File: config.mk
export PLATFORM = sky130hd
export DESIGN_NAME = serial_bit_source
export DESIGN_NICKNAME = d
export VERILOG_FILES = /design/src/rtl/serial_src_pkg.sv /design/src/rtl/ser_bit_counter.sv /design/src/rtl/serial_bit_source.sv
export SDC_FILE = /design/constraint.sdc
export NUM_CORES = 1
export LEC_CHECK = 0
export BUFFER_PORTS_ARGS = -buffer_cell sky130_fd_sc_hd__buf_2
export CORE_MARGIN = 2
export CORE_UTILIZATION = 35
export DETAILED_ROUTE_END_ITERATION = 10
export MAX_ROUTING_LAYER = met4
export SYNTH_ARGS = -nofsm -noshare
export SYNTH_HDL_FRONTEND = slang
export SYNTH_SLANG_ARGS = --single-unit
File: constraint.sdc
create_clock -name clk -period 3.5 [get_ports clk]
set_input_delay 0.175 -clock clk [delete_from_list [all_inputs] [get_ports clk]]
set_output_delay 0.175 -clock clk [all_outputs]
set_load 0.005 [all_outputs]
File: src/rtl/serial_src_pkg.sv
// Shared types and constants for the serial bit source.
// The optional parity bit is controlled by the SERIAL_PARITY_EN macro in serial_bit_source.
package serial_src_pkg;

    // Shifter states. ST_PARITY is reached only when SERIAL_PARITY_EN is defined.
    typedef enum logic [1:0] {
        ST_IDLE   = 2'd0,
        ST_SHIFT  = 2'd1,
        ST_PARITY = 2'd2
    } state_t;

    // Level driven on dout while no word is being shifted.
    localparam logic IDLE_BIT_DEFAULT = 1'b0;

    // Bits needed to count down from value-1 to zero.
    function automatic int clog2(input int value);
        int result;
        int rem;
        result = 32'sd0;
        rem    = value - 32'sd1;
        while (rem > 32'sd0) begin
            result = result + 32'sd1;
            rem    = rem >>> 32'sd1;
        end
        return result;
    endfunction

endpackage

File: src/rtl/ser_bit_counter.sv
// Loadable down-counter with a zero flag; tracks the bit position of the word in flight.
module ser_bit_counter #(
    parameter int CNT_W = 3
) (
    input  logic             clk,
    input  logic             reset,
    input  logic             load,
    input  logic [CNT_W-1:0] load_value,
    input  logic             dec,
    output logic [CNT_W-1:0] count,
    output logic             zero
);

    logic [CNT_W-1:0] count_r;

    // Count register: load has priority over decrement.
    always_ff @(posedge clk or posedge reset) begin
        if (reset) begin
            count_r <= {CNT_W{1'b0}};
        end else if (load) begin
            count_r <= load_value;
        end else if (dec) begin
            count_r <= count_r - {{(CNT_W-1){1'b0}}, 1'b1};
        end else begin
            count_r <= count_r;
        end
    end

    assign count = count_r;
    assign zero  = (count_r == {CNT_W{1'b0}});

endmodule

File: src/rtl/serial_bit_source.sv
// Parallel-to-serial stage: accepts a WIDTH-bit word over valid/ready and shifts it out
// MSB-first on a registered dout, one bit per clock, with zero-gap back-to-back words.
// Optional feature: define SERIAL_PARITY_EN to append an even-parity bit after bit 0.
module serial_bit_source
    import serial_src_pkg::*;
#(
    parameter int   WIDTH    = 8,
    parameter logic IDLE_BIT = IDLE_BIT_DEFAULT
) (
    input  logic             clk,
    input  logic             reset,
    input  logic [WIDTH-1:0] data_in,
    input  logic             load_valid,
    output logic             load_ready,
    output logic             dout,
    output logic             dout_valid,
    output logic             busy,
    output logic             done
);

    localparam int               CNT_W    = clog2(WIDTH);
    localparam logic [CNT_W-1:0] CNT_LAST = CNT_W'(WIDTH - 1);
    localparam logic [CNT_W-1:0] CNT_ONE  = CNT_W'(1);

    state_t           state_r;
    state_t           state_s;
    // Holds the bits still to be sent after the one currently on dout.
    logic [WIDTH-2:0] shift_r;
    logic [WIDTH-2:0] shift_s;
    logic             dout_r;
    logic             dout_s;
    logic             dout_valid_r;
    logic             dout_valid_s;
    logic             done_r;
    logic             done_s;
    logic             load_ready_s;
    logic             handshake_s;
    logic             cnt_load_s;
    logic             cnt_dec_s;
    logic [CNT_W-1:0] cnt_s;
    logic             cnt_zero_s;

`ifdef SERIAL_PARITY_EN
    logic             parity_r;
    logic             parity_s;

    // Even parity of a word: the bit that makes the total count of ones even.
    function automatic logic even_parity(input logic [WIDTH-1:0] word);
        return ^word;
    endfunction
`endif

    ser_bit_counter #(
        .CNT_W (CNT_W)
    ) u_bit_counter (
        .clk        (clk),
        .reset      (reset),
        .load       (cnt_load_s),
        .load_value (CNT_LAST),
        .dec        (cnt_dec_s),
        .count      (cnt_s),
        .zero       (cnt_zero_s)
    );

    // Ready decode: open in IDLE and on the cycle carrying a word's final bit.
    always_comb begin
        load_ready_s = 1'b0;
        case (state_r)
            ST_IDLE:   load_ready_s = 1'b1;
`ifdef SERIAL_PARITY_EN
            ST_PARITY: load_ready_s = 1'b1;
`else
            ST_SHIFT:  load_ready_s = cnt_zero_s;
`endif
            default:   load_ready_s = 1'b0;
        endcase
    end

    assign handshake_s = load_valid & load_ready_s;

    // Next-state and next-output decode. A handshake can only occur on an exit cycle,
    // so it always means "load the new word" regardless of the current state.
    always_comb begin
        state_s      = state_r;
        shift_s      = shift_r;
        dout_s       = IDLE_BIT;
        dout_valid_s = 1'b0;
        done_s       = 1'b0;
        cnt_load_s   = 1'b0;
        cnt_dec_s    = 1'b0;
`ifdef SERIAL_PARITY_EN
        parity_s     = parity_r;
`endif
        if (handshake_s) begin
            state_s      = ST_SHIFT;
            shift_s      = data_in[WIDTH-2:0];
            dout_s       = data_in[WIDTH-1];
            dout_valid_s = 1'b1;
            cnt_load_s   = 1'b1;
`ifdef SERIAL_PARITY_EN
            parity_s     = even_parity(data_in);
`endif
        end else begin
            case (state_r)
                ST_IDLE: begin
                    state_s = ST_IDLE;
                end
                ST_SHIFT: begin
                    if (!cnt_zero_s) begin
                        shift_s      = shift_r << 1'b1;
                        dout_s       = shift_r[WIDTH-2];
                        dout_valid_s = 1'b1;
                        cnt_dec_s    = 1'b1;
`ifdef SERIAL_PARITY_EN
                        done_s       = 1'b0;
`else
                        // Counter at one means the bit being loaded now is bit 0.
                        done_s       = (cnt_s == CNT_ONE);
`endif
                    end else begin
`ifdef SERIAL_PARITY_EN
                        state_s      = ST_PARITY;
                        dout_s       = parity_r;
                        dout_valid_s = 1'b1;
                        done_s       = 1'b1;
`else
                        state_s      = ST_IDLE;
`endif
                    end
                end
                default: begin
                    state_s = ST_IDLE;
                end
            endcase
        end
    end

    // State register.
    always_ff @(posedge clk or posedge reset) begin
        if (reset) begin
            state_r <= ST_IDLE;
        end else begin
            state_r <= state_s;
        end
    end

    // Shift register and registered serial outputs.
    always_ff @(posedge clk or posedge reset) begin
        if (reset) begin
            shift_r      <= {(WIDTH-1){1'b0}};
            dout_r       <= IDLE_BIT;
            dout_valid_r <= 1'b0;
            done_r       <= 1'b0;
        end else begin
            shift_r      <= shift_s;
            dout_r       <= dout_s;
            dout_valid_r <= dout_valid_s;
            done_r       <= done_s;
        end
    end

`ifdef SERIAL_PARITY_EN
    // Parity of the word in flight, captured when the word is accepted.
    always_ff @(posedge clk or posedge reset) begin
        if (reset) begin
            parity_r <= 1'b0;
        end else begin
            parity_r <= parity_s;
        end
    end
`endif

    assign load_ready = load_ready_s;
    assign dout       = dout_r;
    assign dout_valid = dout_valid_r;
    assign done       = done_r;
    assign busy       = (state_r != ST_IDLE);

endmodule

==> metrics.csv, run 1 <==
stage,metric,value,unit
grt,largest net degree at the start of global routing,15,
cts,CTS Sinks,14,
logic_synthesis,synthesized area,699,um2
logic_synthesis,Syn Nets,65,
logic_synthesis,Synth top area share,50.1,%
drt,1st-iter DRT viols,4,
setup_path,"Req. time, crit path",3.32,ns
sta,Slew @ Worst Pin,0.537,ns
die,Initial Util,36.4,%
drt,wl on met1,541,um
drt,DRC viols,0,
drt,ANT nets after route,0,
setup_path,startpoint types,flip-flop,
sta,RSZ-0062 raised after global routing,no,
logic_synthesis,register area share after synthesis,50.1,%
drt,routed wl met3,53,um
run,Max Cap Viol,0,
cts,CTS tree,yes,
die,Die Y-Extent,48.7,um
drt,uppermost layer routed,met4,
cts,root buffer cell,clkbuf_4,
cts,CTS Hold Buffers Added,1,
die,Row Count,16,
finish,post-layout util,42.6,%
finish,final net count,84,
drt,DR WL/cell,11.4,um
sta,"Slew Viols, Final",0,
sta,Fmax,560,MHz
cts,post-CTS resize count,0,
setup_path,r2r endpoint,shift_r[4]$_DFFE_PP0P_,
cts,H-tree depth,1,
setup_path,Arrival @ worst endpoint,1.61,ns
die,core area,1920,um2
cts,cts bufs inserted,3,
drt,routed via count,408,
die,I/O pins,16,
setup_path,critical path class,reg -> out,
logic_synthesis,Cells after Synth,51,
logic_synthesis,yosys warns,0,
setup_path,Worst setup startpoint,u_bit_counter.count[0]$_DFFE_PP0P_,
cts,clk slew on worst S/H paths,0.08,ns
placed_design,I/O Buffers,15,
finish,Fill cells,193,
setup_path,kind of end point of the critical path,output pin,
sta,final setup TNS,0,ns
logic_synthesis,Synth cell types,15,
logic_synthesis,Syn Area/Cell,13.7,um2
drt,vias per cell,4.29,
finish,diodes inserted,0,
sta,Setup Viol. Count Final,0,
power_and_ir_drop,maximum vdd drop,0.241,mV
grt,antenna violations before repair,0,
grt,global-route wire length before repair,1990,um
setup_path,reg2reg start,u_bit_counter.count[0]$_DFFE_PP0P_,
placed_design,GPL Wtd Cong,0.712,
logic_synthesis,leading area contributor after synthesis,dfrtp_1,
finish,Reg area,350,um2
cts,worst skew pair latency,0.27,ns
die,full die area,2370,um2
min_path,Tightest Hold Check Type,in -> reg,
drt,drt total wl,1090,um
grt,grt ovf,0,
finish,Area Growth Syn to Fin,17.0,%
logic_synthesis,synth top area cells,"dfrtp_1 50%, mux2_4 15%, mux2_2 8.1%",
setup_path,R2R depth,6,
sta,clk_skew,0.000793,ns
finish,share of cells above drive strength 1,50.0,%
die,die width,48.7,um
sta,fin crit share,51.1,%
sta,relative slew slack,64.2,%
sta,Final Hold Vio Count,0,
drt,DRT Pass-1 Iters,2,
finish,Multi-input gate area,308,um2
grt,Total GRT Usage,11.7,%
power_and_ir_drop,static leakage,0.429,nW
setup_path,worst reg-to-reg setup slack,1.89,ns
logic_synthesis,register bit total from synthesis,14,
cts,postcts setup bufs,0,
sta,Final Critical Period,1.79,ns
setup_path,crit-path max FO,12,
cts,clock buffer depth,2,
grt,vias in the first global route,433,
drt,met2 wire length,465,um
power_and_ir_drop,Power Dens Cells,712,nW/um2
setup_path,crit path capture,load_ready,
status,outcome,"finished, final reports clean",
==> final cells by class <==
type                            instances  share of cell area, %
Sequential cell                        14                   42.8
Multi-Input combinational cell         30                   37.6
Timing Repair Buffer                   16                   10.4
Tap cell                               27                   4.13
Clock buffer                            3                   2.75
Inverter                                5                   2.29
==> kinds of logic after synthesis <==
kind of cell / count (synthesis) / share of synthesized area [%]
fa+ha+maj: 3 / 5.37
flops: 14 / 50.1
mux: 16 / 28.8
simple gates: 10 / 9.12
buf+inv: 7 / 5.90
compound gates: 1 / 0.715
==> Yosys cell counts, drive strengths merged <==
cell / count
and3: 1
ha: 3
nand2b: 2
nand2: 1
dfrtp: 14
nor2: 4
nand3b: 1
mux2: 12
o21ai: 1
buf: 2
nor2b: 1
mux2i: 4
inv: 5
==> layer usage <==
layer	GRT usage [%]	up-vias
li1	-	202
met1	15.1	190
met2	15.8	14
met3	4.63	2
met4	5.71	0
met5	-	-
==> worst max-delay path, stage by stage, from the launching register on <==
cell and delay [ns]:
dfrtp_1 0.39, inv_1 0.06, ha_1 0.20, ha_1 0.22
nor2b_4 0.15, inv_2 0.15, buf_2 0.17
==> through the flow <==
| step | hold slack (ns) | instances | setup slack, ns | power [mW] | instance area, um2 |
|---|---|---|---|---|---|
| after detailed placement | 0.250 | 91 | 1.90 | 0.498 | 786 |
| after CTS | 0.143 | 95 | 1.70 | 0.594 | 818 |
| after floorplan | 0.0642 | 51 | 1.96 | 0.454 | 699 |
| final | 0.149 | 95 | 1.71 | 0.583 | 818 |
| after global routing | 0.146 | 95 | 1.59 | 0.638 | 818 |
| after global placement | 0.246 | 91 | 1.94 | 0.495 | 786 |
==> worst min path at each step <==
stage / start / end / slack [ns] / depth (start not counted)
after global routing: data_in[7] / dout$_DFF_PP0_ / 0.15 / 3
after detailed placement: reset / shift_r[5]$_DFFE_PP0P_ / 0.25 / 2
after global placement: reset / shift_r[5]$_DFFE_PP0P_ / 0.25 / 2
after CTS: data_in[7] / dout$_DFF_PP0_ / 0.14 / 3
final: data_in[7] / dout$_DFF_PP0_ / 0.15 / 3
after floorplan: reset / done$_DFF_PP0_ / 0.06 / 1
==> registers in the layout (all words and copies together), names as in the netlist <==
name                 cells
u_bit_counter.count      3
state_r                  1
shift_r                  7
dout                     1
done                     1
dout_valid               1
==> report_power, final <==
group / internal (mW) / total [mW] / switching [mW]
logic: 0.137 / 0.239 / 0.103
clock network: 0.0399 / 0.0908 / 0.0509
registers: 0.224 / 0.253 / 0.0291
==> layout by cell type, fill, tap and decap left out, drive strengths merged <==
cell / count
dlygate4sd3: 1
mux2i: 4
and3: 1
dfrtp: 14
mux2: 12
ha: 3
buf: 15
nand2b: 2
clkbuf: 3
nor2: 4
o21ai: 1
inv: 5
nand2: 1
nor2b: 1
nand3b: 1
No activity file was read; power rests on OpenSTA's default activity.
==> run 2: changes to the inputs <==
- clock period: 3.5 -> 1.6 ns (I/O delays scaled with it)
==> metrics.csv, run 2 (synthesis gave the netlist of run 1 again) <==
stage,metric,value,unit
status,outcome,"finished, final reports clean",
drt,ANT nets after route,0,
grt,Total GRT Usage,11.8,%
grt,global-route wire length before repair,1960,um
setup_path,Arrival @ worst endpoint,1.70,ns
drt,vias per cell,4.31,
setup_path,reg2reg start,u_bit_counter.count[1]$_DFFE_PP0P_,
power_and_ir_drop,static leakage,0.471,nW
sta,Final Critical Period,1.54,ns
drt,DRC viols,0,
grt,vias in the first global route,441,
finish,"Most flops, register",shift_r,
drt,1st-iter DRT viols,5,
cts,cts bufs inserted,3,
power_and_ir_drop,maximum vdd drop,0.596,mV
finish,Fill cells,185,
finish,post-route cell area,917,um2
die,die width,48.7,um
setup_path,startpoint types,flip-flop,
cts,H-tree depth,1,
run,Max Cap Viol,0,
setup_path,"Req. time, crit path",1.76,ns
finish,final net count,91,
die,Initial Util,36.4,%
die,Die Y-Extent,48.7,um
finish,Post-Layout Cell Count,103,
sta,Slew @ Worst Pin,0.511,ns
power_and_ir_drop,Power Dens Cells,1700,nW/um2
cts,clock buffer depth,2,
setup_path,crit-path max FO,4,
placed_design,GPL Wtd Cong,0.655,
finish,share of cells above drive strength 1,57.9,%
sta,Setup Viol. Count Final,0,
setup_path,crit path capture,shift_r[6]$_DFFE_PP0P_,
finish,max reg flops,7,
setup_path,critical path class,reg -> reg,
placed_design,placed cell count,93,
finish,diodes inserted,0,
setup_path,worst reg-to-reg setup slack,0.06,ns
die,core area,1920,um2
power_and_ir_drop,Pwr Total,1.55,mW
setup_path,R2R depth,7,
cts,root buffer cell,clkbuf_4,
grt,antenna violations before repair,0,
sta,clk_skew,0.00188,ns
sta,fin crit share,96.3,%
setup_path,kind of end point of the critical path,flip-flop,
die,Row Count,16,
cts,clk slew on worst S/H paths,0.08,ns
sta,RSZ-0062 raised after global routing,no,
die,full die area,2370,um2
setup_path,r2r endpoint,shift_r[6]$_DFFE_PP0P_,
drt,routed via count,444,
sta,"Slew Viols, Final",0,
cts,CTS tree,yes,
sta,relative slew slack,65.9,%
min_path,Tightest Hold Check Type,in -> reg,
placed_design,half-perimeter wire length after detailed placement,768,um
cts,CTS Sinks,14,
grt,largest net degree at the start of global routing,15,
finish,most frequent cells in the layout,"15 x buf_2, 14 x dfrtp_1, 7 x mux2_4",
drt,drt total wl,1150,um
drt,DRT Pass-1 Iters,2,
placed_design,dpl cell area,801,um2
placed_design,I/O Buffers,15,
setup_path,Worst setup startpoint,u_bit_counter.count[1]$_DFFE_PP0P_,
die,I/O pins,16,
sta,hold slack,0.0569,ns
finish,"most common cell after layout, fill and taps aside",buf_2,
grt,grt ovf,0,
drt,DR WL/cell,11.1,um
sta,final setup TNS,0,ns
finish,Area Growth Syn to Fin,31.1,%
sta,Fmax,649,MHz
sta,Final Hold Vio Count,0,
cts,worst skew pair latency,0.27,ns
run 2: through the flow:
stage,utilization [%],setup slack [ns]
4_1_cts,44.5,0.000296
6_report,47.7,0.0589
3_3_place_gp,41.7,0.0997
2_1_floorplan,-,0.0604
5_1_grt,47.7,0.00160
3_5_place_dp,41.7,0.0585
run 2: timing repair:
| item | in CTS | in global routing |
|---|---|---|
| pin swaps | 0 | 1 |
| setup endpoints to repair | 1 | 6 |
| hold buffers | 1 | 0 |
| buffers inserted | 1 | 4 |
| endpoints found under the hold margin | 14 | 0 |
| gates resized for setup | 0 | 8 |
run 2: power breakdown:
part | total, mW | internal [mW] | leakage [nW] | switching, mW
clock network | 0.247 | 0.138 | 0.0210 | 0.109
registers | 0.545 | 0.490 | 0.173 | 0.0558
logic | 0.762 | 0.465 | 0.277 | 0.298
run 2: layout make-up:
| type | instances | area [um2] | area share (%) |
|---|---|---|---|
| clock buffers | 4 | 36.3 | 3.96 |
| inverters | 5 | 23.8 | 2.59 |
| multi-input cells | 30 | 323 | 35.2 |
| flip-flops and latches | 14 | 350 | 38.2 |
| well taps | 27 | 33.8 | 3.68 |
| repair buffers | 23 | 150 | 16.4 |
run 2: how the worst min path moves through the flow:
stage	start	endpoint	cells past startpoint
5_1_grt	data_in[7]	dout$_DFF_PP0_	3
3_5_place_dp	reset	shift_r[5]$_DFFE_PP0P_	2
3_3_place_gp	reset	shift_r[5]$_DFFE_PP0P_	2
2_1_floorplan	reset	done$_DFF_PP0_	1
4_1_cts	data_in[7]	dout$_DFF_PP0_	3
6_report	data_in[7]	dout$_DFF_PP0_	3
run 2: per-layer routing:
| metal | routed length, um | vias to the layer above | global-route usage, % | part of all wire, % |
|---|---|---|---|---|
| met2 | 513 | 14 | 15.3 | 45 |
| met5 | 0 | - | - | 0 |
| met3 | 70 | 4 | 5.25 | 6.1 |
| met4 | 38 | 0 | 10.0 | 3.3 |
| li1 | - | 221 | - | - |
| met1 | 523 | 205 | 13.9 | 46 |
run 2: critical path, stage by stage (launching register included):
cell	delay [ns]
dfrtp_1	0.35
inv_1	0.06
ha_2	0.19
ha_4	0.17
nor2b_4	0.14
clkinv_4	0.08
buf_4	0.16
mux2_4	0.29
==> run 3: changes to the inputs <==
- RECOVER_POWER: unset -> 100
==> metrics.csv, run 3 (synthesis gave the netlist of run 1 again) <==
stage,metric,value,unit
status,outcome,"finished, final reports clean",
grt,global-route wire length before repair,1960,um
finish,most frequent cells in the layout,"14 x dfrtp_1, 14 x buf_2, 7 x mux2_4",
sta,Fmax,650,MHz
drt,DR WL/cell,11.1,um
finish,"Most flops, register",shift_r,
cts,root buffer cell,clkbuf_4,
cts,clock buffer depth,2,
die,die width,48.7,um
grt,grt ovf,0,
grt,antenna violations before repair,0,
finish,final net count,91,
cts,H-tree depth,1,
sta,fin crit share,96.1,%
cts,worst skew pair latency,0.27,ns
sta,relative slew slack,66.1,%
power_and_ir_drop,combinational fraction of design power,48.6,%
drt,1st-iter DRT viols,5,
drt,DRT Pass-1 Iters,2,
drt,drt total wl,1150,um
drt,routed via count,444,
setup_path,crit-path max FO,4,
sta,Final Hold Vio Count,0,
sta,RSZ-0062 raised after global routing,no,
finish,Reg area,350,um2
cts,cts bufs inserted,3,
power_and_ir_drop,clock power share,16.0,%
power_and_ir_drop,maximum vdd drop,0.591,mV
placed_design,half-perimeter wire length after detailed placement,768,um
power_and_ir_drop,Power Dens Cells,1690,nW/um2
sta,Final Critical Period,1.54,ns
die,Die Y-Extent,48.7,um
setup_path,critical path class,reg -> reg,
power_and_ir_drop,internal power,1.08,mW
cts,CTS Sinks,14,
placed_design,dpl cell area,801,um2
run,Max Cap Viol,0,
die,Row Count,16,
grt,Total GRT Usage,11.8,%
finish,Multi-input gate area,323,um2
die,I/O pins,16,
setup_path,kind of end point of the critical path,flip-flop,
drt,vias per cell,4.31,
setup_path,Arrival @ worst endpoint,1.70,ns
die,Initial Util,36.4,%
cts,CTS tree,yes,
finish,share of cells above drive strength 1,55.3,%
drt,DRC viols,0,
setup_path,"Req. time, crit path",1.76,ns
die,full die area,2370,um2
sta,Slew @ Worst Pin,0.508,ns
finish,post-route cell area,912,um2
power_and_ir_drop,sequential share of power,35.4,%
grt,vias in the first global route,441,
drt,ANT nets after route,0,
sta,"Slew Viols, Final",0,
power_and_ir_drop,static leakage,0.466,nW
finish,diodes inserted,0,
sta,final setup TNS,0,ns
setup_path,startpoint types,flip-flop,
die,core area,1920,um2
placed_design,GPL Wtd Cong,0.655,
power_and_ir_drop,switching power,461,uW
sta,Setup Viol. Count Final,0,
finish,max reg flops,7,
power_and_ir_drop,Switching Fraction,29.9,%
min_path,Tightest Hold Check Type,in -> reg,
cts,clk slew on worst S/H paths,0.08,ns
placed_design,I/O Buffers,15,
finish,Fill cells,186,
finish,Area Growth Syn to Fin,30.4,%
sta,clk_skew,0.00254,ns
grt,largest net degree at the start of global routing,15,
[run 3: changes by cell type in the layout (fill, tap and decap cells not counted)]
cell      previous run  this run
buf_4                6         5
clkbuf_1             0         2
buf_2               15        14
[run 3: area by class of cell]
type	instances	share of cell area, %
Inverter	5	2.61
Multi-Input combinational cell	30	35.4
Timing Repair Buffer	23	15.9
Sequential cell	14	38.4
Tap cell	27	3.70
Clock buffer	4	3.98
[run 3: layer usage]
metal	track usage (%)	vias up	routed length, um
li1	-	222	-
met1	13.9	204	527
met2	15.3	14	509
met3	5.25	4	71
met4	10.0	0	38
met5	-	-	0
[run 3: worst max-delay path, cell delays in order (launching register included)]
cell	delay, ns
dfrtp_1	0.34
inv_1	0.06
ha_2	0.19
ha_4	0.17
nor2b_4	0.13
clkinv_4	0.08
buf_4	0.16
mux2_4	0.29
[run 3: stage by stage]
step / std cells / hold slack [ns] / power (mW) / util, % / setup slack [ns]
after global placement: 93 / 0.144 / 1.12 / 41.7 / 0.0997
after floorplan: 51 / -0.0308 / 0.992 / - / 0.0604
final: 103 / 0.0578 / 1.54 / 47.5 / 0.0625
after CTS: 99 / 0.0495 / 1.40 / 44.5 / 0.000296
after detailed placement: 93 / 0.134 / 1.13 / 41.7 / 0.0585
after global routing: 103 / 0.0447 / 1.67 / 47.5 / 0.00422
[run 3: path summary, 6_finish.rpt]
kind,end,slack [ns],depth (start not counted),startpoint
min,dout$_DFF_PP0_,0.06,3,data_in[7]
max in group asynchronous,u_bit_counter.count[1]$_DFFE_PP0P_,0.89,3,reset
min reg2reg,shift_r[1]$_DFFE_PP0P_,0.51,1,shift_r[0]$_DFFE_PP0P_
max reg2reg,shift_r[6]$_DFFE_PP0P_,0.06,7,u_bit_counter.count[1]$_DFFE_PP0P_
min in group asynchronous,shift_r[3]$_DFFE_PP0P_,0.37,3,reset
max,shift_r[6]$_DFFE_PP0P_,0.06,7,u_bit_counter.count[1]$_DFFE_PP0P_
[run 3: power by group through the flow]
stage	Sequential, mW	Clock [mW]	Combinational (mW)
final	0.546	0.246	0.750
after global routing	0.564	0.283	0.826
after CTS	0.547	0.257	0.600
after detailed placement	0.562	0	0.571
after global placement	0.560	0	0.558
after floorplan	0.554	0	0.439
[run 3: what timing repair did]
action	CTS	global route
endpoints found under the setup margin	1	6
gates resized for setup	0	8
hold buffers	1	0
setup buffers	1	4
endpoints found under the hold margin	14	0
pin swaps	0	1
